File: config.mk
export PLATFORM = sky130hd
export DESIGN_NAME = fpnew_result_buffer
export DESIGN_NICKNAME = d
export VERILOG_FILES = /design/src/rtl/fpnew_result_buffer.sv
export SDC_FILE = /design/constraint.sdc
export NUM_CORES = 1
export LEC_CHECK = 0
export ABC_AREA = 1
export BUFFER_PORTS_ARGS = -buffer_cell sky130_fd_sc_hd__clkbuf_2
export CAP_MARGIN = 20
export CORE_MARGIN = 4
export CORE_UTILIZATION = 53
export CTS_BUF_LIST = sky130_fd_sc_hd__clkbuf_4
export DETAILED_ROUTE_END_ITERATION = 12
export GPL_ROUTABILITY_DRIVEN = 0
export PLACE_DENSITY_LB_ADDON = 0.08
export SYNTH_ARGS = -nofsm -noshare
export SYNTH_HDL_FRONTEND = slang
export SYNTH_SLANG_ARGS = --single-unit
export TNS_END_PERCENT = 50
File: constraint.sdc
create_clock -name clk_i -period 3 [get_ports clk_i]
set_clock_uncertainty 0.15 [all_clocks]
set_input_delay 0.15 -clock clk_i [delete_from_list [all_inputs] [get_ports clk_i]]
set_output_delay 0.15 -clock clk_i [all_outputs]
set_load 0.005 [all_outputs]
File: src/rtl/fpnew_result_buffer.sv
// In-order result FIFO behind fpnew_top with sticky fflags accumulation.
// Full buffer refuses pushes regardless of same-cycle pops.
module fpnew_result_buffer #(
    parameter int unsigned WIDTH     = 32,
    parameter int unsigned TAG_WIDTH = 1,
    parameter int unsigned DEPTH     = 4
) (
    input  logic                         clk_i,
    input  logic                         rst_ni,
    input  logic                         flush_i,
    input  logic                         in_valid_i,
    output logic                         in_ready_o,
    input  logic [WIDTH-1:0]             in_result_i,
    input  logic [4:0]                   in_status_i,
    input  logic [TAG_WIDTH-1:0]         in_tag_i,
    output logic                         out_valid_o,
    input  logic                         out_ready_i,
    output logic [WIDTH-1:0]             out_result_o,
    output logic [4:0]                   out_status_o,
    output logic [TAG_WIDTH-1:0]         out_tag_o,
    output logic [4:0]                   fflags_o,
    input  logic                         fflags_clr_i,
    output logic [$clog2(DEPTH+1)-1:0]   count_o
);

    localparam int unsigned PtrW = (DEPTH > 1) ? $clog2(DEPTH) : 1;
    localparam int unsigned CntW = $clog2(DEPTH + 1);
    localparam logic [CntW-1:0] Full = CntW'(DEPTH);

    logic [WIDTH-1:0]     res_q [DEPTH];
    logic [4:0]           sts_q [DEPTH];
    logic [TAG_WIDTH-1:0] tag_q [DEPTH];

    logic [PtrW-1:0] rd_ptr_q, rd_ptr_d;
    logic [PtrW-1:0] wr_ptr_q, wr_ptr_d;
    logic [CntW-1:0] cnt_q, cnt_d;
    logic [4:0]      fflags_q, fflags_d;
    logic            push, pop;

    assign in_ready_o  = (cnt_q != Full);
    assign out_valid_o = (cnt_q != '0);
    assign push        = in_valid_i & in_ready_o;
    assign pop         = out_valid_o & out_ready_i;

    assign out_result_o = out_valid_o ? res_q[rd_ptr_q] : '0;
    assign out_status_o = out_valid_o ? sts_q[rd_ptr_q] : '0;
    assign out_tag_o    = out_valid_o ? tag_q[rd_ptr_q] : '0;
    assign fflags_o     = fflags_q;
    assign count_o      = cnt_q;

    always_comb begin
        rd_ptr_d = rd_ptr_q;
        wr_ptr_d = wr_ptr_q;
        cnt_d    = cnt_q;
        fflags_d = fflags_q;
        if (flush_i) begin
            // Flushed pops are discarded, so their status never reaches fflags.
            rd_ptr_d = '0;
            wr_ptr_d = '0;
            cnt_d    = '0;
            if (fflags_clr_i) begin
                fflags_d = '0;
            end
        end else begin
            if (fflags_clr_i) begin
                fflags_d = '0;
            end
            if (pop) begin
                fflags_d = fflags_d | out_status_o;
                rd_ptr_d = rd_ptr_q + PtrW'(1);
            end
            if (push) begin
                wr_ptr_d = wr_ptr_q + PtrW'(1);
            end
            unique case ({push, pop})
                2'b10:   cnt_d = cnt_q + CntW'(1);
                2'b01:   cnt_d = cnt_q - CntW'(1);
                default: cnt_d = cnt_q;
            endcase
        end
    end

    always_ff @(posedge clk_i) begin
        if (!rst_ni) begin
            rd_ptr_q <= '0;
            wr_ptr_q <= '0;
            cnt_q    <= '0;
            fflags_q <= '0;
        end else begin
            rd_ptr_q <= rd_ptr_d;
            wr_ptr_q <= wr_ptr_d;
            cnt_q    <= cnt_d;
            fflags_q <= fflags_d;
        end
    end

    always_ff @(posedge clk_i) begin
        if (push && !flush_i) begin
            res_q[wr_ptr_q] <= in_result_i;
            sts_q[wr_ptr_q] <= in_status_i;
            tag_q[wr_ptr_q] <= in_tag_i;
        end
    end

endmodule

==> impl_metrics.toml, run 1 <==
[yosys]
synthesis.nets = 610
synth_warnings = 0
synthDistinctLibCells = 22
synth_seq_area_share = 0.729
synth_seq_cells = 166
synthFlopType = "edfxtp_1"
synth.avg_cell_area_um2 = 11.9
syn_area_um2 = 6650
synthArstFlopShare = 0
synth_edf_count = 152
netlist_instances = 560

[worst_setup_path]
rr_endpoint = "fflags_o[3]$_SDFF_PN0_"
critical_path_class = "reg -> out"
worstRegToRegCells = 8
crit_fanout = 76
start_kind = "register"
crit_path_end_kind = "primary output"
rrSetupSlack_ns = 0.75
cp.required_ns = 2.70
crit_arrival_ns = 2.28

[placement]
post-dp-hpwl_mm = 8.20
portBuffers = 91
post-place-cells = 804
placed_area_um2 = 7300

[timing]
tightestPinTransition_ns = 0.787
fin_crit_ns = 2.58
hold_viol = 0
finalSetupTns_ns = 0
setup_viol = 0
fin_hold_ws_ns = 0.209
rsz0062_at_grt = "false"
relSlewSlack = 0.476
period_share = 0.859
fmax_mhz = 388
slew_viol_final = 0

[clocking]
cts_root_buf = "clkbuf_4"
cts_buffers = 17
path_clk_slew_ns = 0.14
clk_path_buf_depth = 2
holdBufCountCts = 46
cts_sinks = 166
post_cts_buffers = 0
cts_tree = "yes"
ctsResizeCount = 0
h-tree-depth = 4
clk_latency_ns = 0.53

[route]
firstDrtPassIters = 5
ant_nets = 0
num_vias = 4463
drt_wl_total_mm = 13.7
viasPerCell = 5.07
routedWlPerCell_um = 15.6
drc = 0
drt-initial-drc-count = 366

[global_routing]
grt_max_degree = 77
use_met1 = 0.262
grt_pass1_vias = 4550
met3_usage = 0.0452
overflow = 0
busiest_layer = "met2"
grt_pass1_wl_mm = 22.8
met2_usage = 0.340
antenna_found_initial = 0
grt_usage = 0.204

[floorplanning]
core.rowCount = 40
start_util = 0.546
die_width_um = 120
boundaryPins = 92
core-area_um2 = 12200
design.die.area_um2 = 14400
die-height_um = 120

[finish]
final_area_um2 = 8060
area_growth_syn_to_layout_pct = 21.2
layout.cells.non_filler = 880
layout-drive-gt1-share = 0.211
diodes = 0
fillerInstances = 935
nets = 751

[worst_hold_path]
hold_end = "res_q[1][25]$_DFFE_PP_"
hold_path_depth = 2
hold_class = "in -> reg"
hold_path_startpoint = "in_result_i[25]"

[power]
leakage_nw = 3.10
power.density_cell_area_nw_per_um2 = 533
vdd.ir_drop.worst_mv = 0.318

[flow_run]
maxCapViolCount = 0

[status]
status = "finished, final reports clean"
## cells in the mapped netlist (2+ instances only)
master | count | area share
clkbuf_2 | 3 | 0.0023
inv_1 | 37 | 0.021
ha_1 | 5 | 0.0094
nand2_1 | 41 | 0.023
nor2_1 | 140 | 0.079
clkbuf_1 | 6 | 0.0034
o21ai_1 | 40 | 0.030
buf_4 | 6 | 0.0068
buf_2 | 12 | 0.0090
edfxtp_1 | 152 | 0.69
inv_2 | 2 | 0.0011
nand2_2 | 4 | 0.0038
a21oi_1 | 51 | 0.038
nand3_1 | 6 | 0.0045
dfxtp_1 | 14 | 0.042
buf_6 | 2 | 0.0034
nand3_2 | 4 | 0.0060
o21ai_0 | 31 | 0.023
## final cells by class
type	instances	area (um^2)	share of cell area
clock buffers	19	143	0.0177
clock inverters	11	158	0.0196
inverters	39	146	0.0182
multi-input cells	326	1520	0.189
flip-flops and latches	166	4850	0.602
well taps	168	210	0.0261
repair buffers	151	1030	0.128
## critical path: stages, from the launching register on
cell and delay [ns]:
dfxtp_2 0.36, buf_4 0.61, nor2_1 0.12, nor2_1 0.11, o21ai_0 0.09, a21oi_1 0.26
clkbuf_2 0.16
## per-layer routing
metal | wire, um | vias up
li1 | - | 2197
met5 | 0 | -
met1 | 5900 | 2116
met2 | 6930 | 134
met3 | 739 | 16
met4 | 165 | 0
## per-stage QoR
step | setup slack (ns) | util | total power, mW
2_1_floorplan | -0.126 | - | 2.79
3_3_place_gp | 1.04 | 0.600 | 2.93
3_5_place_dp | 0.954 | 0.600 | 2.93
4_1_cts | 0.380 | 0.662 | 4.33
5_1_grt | 0.194 | 0.662 | 4.49
6_report | 0.424 | 0.662 | 4.30
## state kept, by name, indices dropped and copies added, names as in the netlist, named ones only
name      flops
res_q       128
count_o       3
sts_q        20
fflags_o      5
wr_ptr_q      2
tag_q         4
rd_ptr_q      2
## logic make-up (layout without fill, tap and decap cells)
| group | count (synthesis) | after routing | synth area share |
|---|---|---|---|
| XOR/XNOR | 1 | 1 | 0.00132 |
| flip-flops | 166 | 166 | 0.729 |
| AO/OA/AOI/OAI | 122 | 122 | 0.0919 |
| buffers and inverters | 68 | 220 | 0.0469 |
| adder cells (fa/ha/maj) | 6 | 6 | 0.0124 |
| AND/OR/NAND/NOR | 197 | 197 | 0.118 |
## how the worst max path moves through the flow
| stage | depth (start not counted) | slack [ns] | startpoint | to |
|---|---|---|---|---|
| finish | 6 | 0.42 | register | out_result_o[11] |
| global route | 6 | 0.19 | register | out_result_o[11] |
| CTS | 6 | 0.38 | register | out_result_o[5] |
| detailed placement | 12 | 0.95 | count_o[1]$_SDFFE_PP0P_ | count_o[2]$_SDFFE_PP0P_ |
| global placement | 12 | 1.04 | count_o[1]$_SDFFE_PP0P_ | count_o[2]$_SDFFE_PP0P_ |
| floorplan | 5 | -0.13 | count_o[1]$_SDFFE_PP0P_ | res_q[0][0]$_DFFE_PP_ |
## cells in the final DEF, fill, tap and decap left out
cell             n
o21ai_0         31
clkbuf_4        19
inv_2            2
nand2_2          4
nand2_1         41
buf_4           13
nor2_4           4
clkinv_1         3
or2_2            1
ha_1             5
clkinvlp_4       1
xor2_1           1
a21oi_1         51
dfxtp_1         12
o21ai_1         40
buf_12           1
nand3_1          6
nand3_2          4
clkinv_2         2
clkbuf_2        91
bufinv_16        4
nor2_1         136
edfxtp_1       152
inv_1           37
inv_6            1
dlygate4sd3_1   46
fa_1             1
nor2_2           1
dfxtp_2          2
## power by group
part,leakage [nW],switching (mW),internal (mW)
sequential,1.49,0.0128,2.57
combinational,1.44,0.202,0.142
clock,0.161,0.707,0.663
(Power assumes the default switching activity.)
==> run 2: changes to the inputs <==
ABC_AREA = default   (was 1)
==> run 2 against run 1 <==
  * Setup slack got worse by 0.041 ns
  * Via count decreased by 26%
  * Total power decreased by 7.8%
  * Critical path depth increased by 3
  * First-iteration DRC count decreased by 55%
  * Critical path type is now reg -> reg
  * Register-to-register slack got worse by 0.37 ns
  * Clock-buffer cell count unchanged
  * Core utilization increased by 0.59 points
  * Final area decreased by 3.6%
  * Flip-flop and latch count unchanged
==> impl_metrics.toml, run 2 <==
[worst_setup_path]
crit_cells = 9
timing.rr.start = "count_o[2]$_SDFFE_PP0P_"
crit_end = "count_o[2]$_SDFFE_PP0P_"
crit_arrival_ns = 2.94
start_kind = "register"
cp.required_ns = 3.33
crit_buf_inv = 2
rrSetupSlack_ns = 0.38
rr_endpoint = "count_o[2]$_SDFFE_PP0P_"
crit_path_end_kind = "register"
cp_common_cell = "inv_1"
crit_family = "simple AND/OR/NAND/NOR gates"
crit_path_start = "count_o[2]$_SDFFE_PP0P_"
crit_fanout = 7
slowest_stage = "dfxtp_1"
critical_path.cell_chain = "nor3b_1 -> inv_1 -> nand2_1 -> ha_1 -> inv_1 -> fa_1 -> xor2_1 -> or3_1 -> a21oi_1"
critical_path_class = "reg -> reg"
crit_path_max_incr_delay_ns = 0.49
worstRegToRegCells = 9

[global_routing]
grt_pass1_wl_mm = 18.9
antenna_found_initial = 0
overflow = 0
grt_usage = 0.180
grt_pass1_vias = 3477
grt_max_degree = 39

[timing]
relSlewSlack = 0.665
fmax_mhz = 382
fin_crit_ns = 2.62
tightestPinTransition_ns = 0.502
slew_viol_final = 0
hold_viol = 0
rsz0062_at_grt = "false"
finalSetupTns_ns = 0
period_share = 0.872
fin_hold_ws_ns = 0.220
setup_viol = 0

[finish]
layout_commonest_cell = "edfxtp_1"
diodes = 0
largest_reg_flops = 128
area_growth_syn_to_layout_pct = 21.4
layout-drive-gt1-share = 0.364
regMostFlops = "res_q"
nets = 511
final_cell_mix = "edfxtp_1 (152), clkbuf_2 (91), dlygate4sd3_1 (46)"

[clocking]
ctsResizeCount = 0
clk_path_buf_depth = 2
cts_root_buf = "clkbuf_4"
cts_sinks = 166
path_clk_slew_ns = 0.13
cts_tree = "yes"
holdBufCountCts = 46
clk_latency_ns = 0.53
cts_buffers = 17
post_cts_buffers = 0
h-tree-depth = 4

[floorplanning]
core.rowCount = 39
die-height_um = 118
start_util = 0.551
design.die.area_um2 = 13900
boundaryPins = 92
die_width_um = 118
core-area_um2 = 11600

[route]
firstDrtPassIters = 4
ant_nets = 0
viasPerCell = 5.33
drt-initial-drc-count = 164
num_vias = 3285
drt_wl_total_mm = 11.6
drc = 0
routedWlPerCell_um = 18.8

[yosys]
synth_seq_area_share = 0.758
synthDistinctLibCells = 28
syn_area_um2 = 6390
synth_edf_count = 152
synth_common_cells = "edfxtp_1 (152), mux4_2 (38), nor2b_1 (35)"
netlist.area_leader.share = 0.714
synthesis.nets = 358
synth_most_common_cell = "edfxtp_1"
synth.top_cells.by_area = "edfxtp_1 (71%), mux4_2 (13%), dfxtp_1 (4.4%)"
synth.avg_cell_area_um2 = 20.8
synth_warnings = 0
netlist_instances = 308
synth_seq_cells = 166
synthFlopType = "edfxtp_1"
synthArstFlopShare = 0
synth_area_leader_cell = "edfxtp_1"

[power]
vdd.ir_drop.worst_mv = 0.325
leakage_nw = 2.71
power.density_cell_area_nw_per_um2 = 510

[flow_run]
maxCapViolCount = 0

[status]
status = "finished, final reports clean"

[placement]
portBuffers = 91
post-dp-hpwl_mm = 6.86

[worst_hold_path]
hold_path_startpoint = "in_result_i[23]"
hold_class = "in -> reg"
run 2: changes by cell type after synthesis, moves of 5 or more:
cell     change
nor2_1     -133
a21oi_1     -47
nand2_1     -40
o21ai_1     -40
mux4_2      +38
nor2b_1     +35
inv_1       -28
o21ai_0     -28
buf_2        -8
a22o_1       +5
buf_4        -5
run 2: worst min path at each step:
stage | endpoint | slack (ns) | depth (start not counted)
detailed placement | res_q[2][10]$_DFFE_PP_ | 0.22 | 1
CTS | res_q[3][5]$_DFFE_PP_ | 0.16 | 2
floorplan | res_q[0][0]$_DFFE_PP_ | 0.1 | 0
global route | res_q[0][23]$_DFFE_PP_ | 0.16 | 2
finish | res_q[3][23]$_DFFE_PP_ | 0.22 | 2
global placement | res_q[1][24]$_DFFE_PP_ | 0.22 | 1
run 2: per-layer routing:
| layer | up-vias | GRT usage | routed length, um | share of wire |
|---|---|---|---|---|
| met5 | - | 0 | 0 | 0 |
| met4 | 0 | 0.0696 | 174 | 0.015 |
| met3 | 14 | 0.0509 | 507 | 0.044 |
| met2 | 92 | 0.298 | 5990 | 0.52 |
| met1 | 1652 | 0.226 | 4900 | 0.42 |
| li1 | 1527 | - | - | - |
run 2: logic make-up (layout without fill, tap and decap cells):
logic type,count (synthesis),in the layout,synth area share
muxes,38,38,0.134
AOI/OAI and AO/OA,14,14,0.0149
adders and majority gates,6,6,0.0129
and+or+nand+nor,58,58,0.0546
xor gates and xnor gates,4,4,0.00548
buffers and inverters,22,187,0.0205
DFF,166,166,0.758
run 2: metrics by stage:
stage	worst slack [ns]	total power [mW]	util	cells	instance area [um^2]
6_report	0.383	3.96	0.668	616	7760
5_1_grt	0.172	4.14	0.668	616	7760
2_1_floorplan	0.682	2.75	-	308	6390
4_1_cts	0.294	4.01	0.668	616	7760
3_5_place_dp	0.428	2.87	0.609	539	7070
3_3_place_gp	0.532	2.86	0.609	539	7070
run 2: report_power, final:
part | internal, mW | leakage [nW] | switching, mW
registers | 2.56 | 1.50 | 0.0160
logic | 0.150 | 1.09 | 0.133
clock network | 0.409 | 0.126 | 0.694
run 2: final cells by class:
cell class / count / area, um^2
Sequential cell: 166 / 4850
Fill cell: 809 / 3850
Clock buffer: 19 / 143
Multi-Input combinational cell: 120 / 1430
Clock inverter: 12 / 87.6
Tap cell: 143 / 179
Timing Repair Buffer: 147 / 1040
Inverter: 9 / 33.8
